==> config.mk <==
export PLATFORM = sky130hd
export DESIGN_NAME = hazard_scheduler
export DESIGN_NICKNAME = d
export VERILOG_FILES = /design/src/rtl/hazard_scheduler.sv
export SDC_FILE = /design/constraint.sdc
export NUM_CORES = 1
export LEC_CHECK = 0
export BUFFER_PORTS_ARGS = -buffer_cell sky130_fd_sc_hd__buf_2
export CAP_MARGIN = 20
export CORE_MARGIN = 2
export CORE_UTILIZATION = 35
export DETAILED_ROUTE_END_ITERATION = 12
export PLACE_DENSITY = 0.62
export REMOVE_ABC_BUFFERS = 1
export SKIP_LAST_GASP = 1
export SLEW_MARGIN = 20
export SYNTH_ARGS = -nofsm -noshare
export SYNTH_HDL_FRONTEND = slang
export SYNTH_SLANG_ARGS = --single-unit
==> constraint.sdc <==
create_clock -name clk -period 2.86 [get_ports clk]
set_input_delay 0.143 -clock clk [delete_from_list [all_inputs] [get_ports clk]]
set_output_delay 0.143 -clock clk [all_outputs]
set_load 0.05 [all_outputs]
==> src/rtl/hazard_scheduler.sv <==
// Dual-issue hazard scheduler: per-register readiness scoreboard plus a non-pipelined MUL busy counter.
// Define HAZARD_FWD_EN to let a producer one cycle from ready forward into its consumer.
module hazard_scheduler (
  input  logic       clk,
  input  logic       reset,
  input  logic       active,
  input  logic       i0_valid,
  input  logic       i1_valid,
  input  logic [1:0] i0_unit,
  input  logic [1:0] i1_unit,
  input  logic       i0_wr,
  input  logic       i1_wr,
  input  logic [4:0] i0_rd,
  input  logic [4:0] i0_rs1,
  input  logic [4:0] i0_rs2,
  input  logic [4:0] i1_rd,
  input  logic [4:0] i1_rs1,
  input  logic [4:0] i1_rs2,
  output logic       is_struct_hazard,
  output logic [1:0] is_raw_hazard,
  output logic       issue0,
  output logic       issue1,
  output logic       hold
);

  typedef enum logic [1:0] {
    UNIT_NONE = 2'b00,
    UNIT_ALU  = 2'b01,
    UNIT_MUL  = 2'b10,
    UNIT_LDST = 2'b11
  } unit_e;

  logic [1:0] sb     [32];
  logic [1:0] sb_nxt [32];
  logic [1:0] mul_busy;

  logic en, pair, intra, raw_nf, raw_f, wr0, wr1, mul_start;

  function automatic logic blocked(input logic [1:0] cnt);
`ifdef HAZARD_FWD_EN
    return cnt > 2'd1;
`else
    return cnt != 2'd0;
`endif
  endfunction

  function automatic logic [1:0] latency(input logic [1:0] unit);
    case (unit)
      UNIT_ALU:  return 2'd1;
      UNIT_LDST: return 2'd2;
      UNIT_MUL:  return 2'd3;
      default:   return 2'd0;
    endcase
  endfunction

  always_comb begin
    en    = active & ~reset;
    hold  = en & i0_valid & (blocked(sb[i0_rs1]) | blocked(sb[i0_rs2]) |
                             ((i0_unit == UNIT_MUL) && (mul_busy != '0)));
    issue0 = en & i0_valid & ~hold;
    pair   = issue0 & i1_valid;
    intra  = i0_wr && (i0_rd != '0) && ((i1_rs1 == i0_rd) || (i1_rs2 == i0_rd));

    is_struct_hazard = pair & (((i0_unit == i1_unit) && (i0_unit != UNIT_NONE)) |
                               ((i1_unit == UNIT_MUL) && (mul_busy != '0)));
    // Without forwarding an intra-pair dependency is as hard as a pending producer.
`ifdef HAZARD_FWD_EN
    raw_nf = pair & ~is_struct_hazard & (blocked(sb[i1_rs1]) | blocked(sb[i1_rs2]));
    raw_f  = pair & ~is_struct_hazard & ~raw_nf & intra;
`else
    raw_nf = pair & ~is_struct_hazard & (blocked(sb[i1_rs1]) | blocked(sb[i1_rs2]) | intra);
    raw_f  = 1'b0;
`endif
    is_raw_hazard = {raw_nf, raw_f};
    issue1 = pair & ~is_struct_hazard & ~raw_nf & ~raw_f;

    wr0       = issue0 & i0_wr & (i0_unit != UNIT_NONE) & (i0_rd != '0);
    wr1       = issue1 & i1_wr & (i1_unit != UNIT_NONE) & (i1_rd != '0);
    mul_start = (issue0 & (i0_unit == UNIT_MUL)) | (issue1 & (i1_unit == UNIT_MUL));
  end

  // Slot 1 is applied last so it wins a same-rd collision.
  always_comb begin
    for (int unsigned r = 0; r < 32; r++)
      sb_nxt[r] = (sb[r] != '0) ? sb[r] - 2'd1 : '0;
    if (wr0) sb_nxt[i0_rd] = latency(i0_unit);
    if (wr1) sb_nxt[i1_rd] = latency(i1_unit);
    sb_nxt[0] = '0;
  end

  always_ff @(posedge clk or posedge reset) begin
    if (reset) begin
      sb       <= '{default: '0};
      mul_busy <= '0;
    end else begin
      sb <= sb_nxt;
      if (mul_start)             mul_busy <= 2'd3;
      else if (mul_busy != '0)   mul_busy <= mul_busy - 2'd1;
    end
  end

endmodule

==> flow_summary.json <==
{
  "path_cells": "nor3_2, a211oi_2, o31a_2, a221oi_4, a311oi_4, buf_6, nor3_4, buf_12, nor3b_4, buf_6",
  "worst_setup_path_start_kind": "register",
  "period_share_pct": 105,
  "crit_top_cell": "buf_6",
  "core_area_sq_um": 18000,
  "final_nets": 857,
  "seq_area_frac_synth_pct": 24.9,
  "synth_ff_type": "dfrtp_1",
  "syn_avg_cell_area_sq_um": 9.64,
  "h-tree-depth": 3,
  "hold_path_class": "in2reg",
  "maxCapViolCount": 0,
  "drtIter0Drc": 749,
  "clk_pin_slew_ns": 0.06,
  "hold_start": "i1_rd[1]",
  "place_ws_ns": -0.101,
  "io_pins": 47,
  "synthArstFlopShare_pct": 100,
  "fin_util_pct": 48.4,
  "synth.top_cells.by_area": "dfrtp_1 25%, mux2_4 14%, mux2_2 6.1%",
  "ys_types": 76,
  "antenna_found_initial": 0,
  "n_fill_cell": 1640,
  "clk_path_buf_depth": 2,
  "slowest_stage": "dfrtp_1",
  "slew_headroom_pct": 25.8,
  "die_w_um": 140,
  "grtUsageTotal_pct": 22.4,
  "worstSetupEndpointType": "output port",
  "hold_viol": 0,
  "rsz0062_at_grt": "true",
  "synth_area_sq_um": 6430,
  "vias": 6090,
  "cp_num_buf_inv": 3,
  "grt_first_pass_wirelength_mm": 33.5,
  "seq_area_sq_um": 1600,
  "clkLatencyLatePin_ns": 0.36,
  "dieArea_sq_um": 19500,
  "grt_pass1_vias": 5825,
  "synth.top_cell.area_share_pct": 24.9,
  "setup_viol": 46,
  "power_density_nw_per_um2": 353,
  "hold_ws_ns": 0.310,
  "critPathLaunch": "sb[61]",
  "wl_per_cell_um": 22.0,
  "fmax_mhz": 331,
  "place.gp.congestion": 0.991,
  "setup_tns_ns": -2.23,
  "ir_drop_v": 0.000276,
  "max_stage_delay_ns": 0.39,
  "period_minus_slack_ns": 3.02,
  "synth_top_cell_by_area": "dfrtp_1",
  "cts_buffers": 9,
  "tightest_slew_ns": 1.11,
  "start_util_pct": 35.8,
  "viasPerCell": 5.84,
  "met2_usage_pct": 36.3,
  "postSynthCellCount": 667,
  "dpl.hpwl_mm": 15.3,
  "wirelength_mm": 23.0,
  "arrival_ns": 2.87,
  "dr.pass1.iters": 5,
  "p_leak_nw": 3.88,
  "violations": "setup timing",
  "antenna_left": 0,
  "overflow": 0,
  "grt_max_degree": 40,
  "grt_use_met3_pct": 4.20,
  "post-route-drc-count": 0,
  "fp.dieH_um": 140,
  "outcome": "finished, violations left",
  "core.rowCount": 49,
  "synth-edff-count": 0,
  "crit_family": "simple AND/OR/NAND/NOR gates",
  "layout_setup_ws_ns": -0.157,
  "cts_sinks": 64,
  "drive_above_1_share_pct": 48.3,
  "path_max_fanout": 6,
  "finClkSkew_ns": 0.00749,
  "synth_warnings": 0,
  "multi_input_area_sq_um": 4830,
  "crit_type": "reg2out",
  "slew_violations": 0,
  "required_ns": 2.72,
  "port_buffers": 45,
  "worstReg2RegStart": "sb[61]",
  "ys_ff_latch": 64,
  "grt_busiest_layer": "met2",
  "met1_usage_pct": 29.6,
  "antenna_cells": 0,
  "cts_tree": "built",
  "root_buffer": "clkbuf_16",
  "areaGrowthSynthToFinish_pct": 35.2
}
-- worst register-to-register path, delay by kind of cell (launching register included) --
kind                   cells  cell delay [ns]
multiplexers               1             0.36
buffers and inverters      4             0.56
flip-flops                 1             0.39
AND/OR/NAND/NOR            3             0.79
AO/OA/AOI/OAI              4             0.80
-- registers in the layout, indices dropped and copies added (netlist names) --
| register | cells |
|---|---|
| mul_busy | 2 |
| sb | 62 |
-- synthesized netlist by cell type (5+ instances only) --
| library cell | n |
|---|---|
| dfrtp_1 | 64 |
| and2b_1 | 20 |
| nor4_1 | 5 |
| buf_4 | 6 |
| inv_1 | 13 |
| nor3_2 | 30 |
| ha_1 | 7 |
| nor2_1 | 57 |
| mux2_2 | 35 |
| xnor2_1 | 11 |
| nand2_1 | 81 |
| nor3_1 | 28 |
| mux2i_1 | 35 |
| nor2b_1 | 14 |
| buf_6 | 7 |
| inv_2 | 8 |
| mux2_4 | 58 |
| buf_2 | 9 |
| mux4_2 | 17 |
| nand4_1 | 10 |
| a21oi_1 | 11 |
| o21ai_0 | 9 |
| clkbuf_1 | 14 |
| nand3_1 | 23 |
-- final cells by class --
class | count | area share (%)
Multi-Input combinational cell | 538 | 55.5
Sequential cell | 64 | 18.4
Timing Repair Buffer | 175 | 18.0
Tap cell | 229 | 3.30
Clock buffer | 14 | 3.15
Inverter | 21 | 0.907
Clock inverter | 2 | 0.691
-- power breakdown --
part | switching (W) | internal (W)
registers | 0.00000699 | 0.000923
clock network | 0.000439 | 0.000835
logic | 0.000514 | 0.000351
-- through the flow --
stage | power [W] | instances | instance area, sq um
floorplan | 0.00128 | 623 | 6110
global placement | 0.00161 | 982 | 7390
detailed placement | 0.00161 | 982 | 7390
CTS | 0.00293 | 1020 | 8010
global route | 0.00317 | 1043 | 8690
finish | 0.00307 | 1043 | 8690
-- repair_timing --
item	CTS	global route
setup endpoints to repair	13	65
gates resized for setup	24	84
pin swaps	10	26
cloned	1	6
buffers inserted	20	23
endpoints found under the hold margin	25	0
hold buffers	1	0
-- layout by cell type, fill, tap and decap left out, types with 15 or more instances in the layout --
cell type,n
mux2i_1,33
clkbuf_16,15
nor2_1,46
buf_6,16
mux2_2,35
nand2_1,81
nor3_4,18
nor3_2,18
and2b_1,20
mux4_2,17
buf_2,40
nor3_1,23
dfrtp_1,64
mux2_4,58
buf_4,97
-- cell families (layout without fill, tap and decap cells) --
kind of cell / Yosys count / count (layout) / synth area share [%]
muxes: 146 / 146 / 31.3
other: 1 / 1 / 0.0583
xor gates and xnor gates: 13 / 13 / 1.77
adders and majority gates: 7 / 7 / 1.36
AOI/OAI and AO/OA: 68 / 68 / 8.14
and+or+nand+nor: 303 / 303 / 26.4
DFF: 64 / 64 / 24.9
buffers and inverters: 65 / 212 / 6.09
-- worst paths after layout --
kind / depth (start not counted) / to / slack (ns)
setup / recovery: 10 / is_raw_hazard[1] / -0.16
hold / removal: 4 / sb[29] / 0.31
setup reg to reg: 12 / sb[2] / -0.16
hold reg to reg: 2 / mul_busy[0] / 0.62
max in group asynchronous: 4 / sb[6] / 1.78
min in group asynchronous: 3 / mul_busy[0] / 0.42
-- per-layer routing --
| metal | wire (um) | vias up |
|---|---|---|
| met1 | 9640 | 3008 |
| met4 | 874 | 0 |
| met5 | 0 | - |
| met2 | 10800 | 295 |
| met3 | 1690 | 66 |
| li1 | - | 2721 |
No activity file was read; power rests on OpenSTA's default activity.
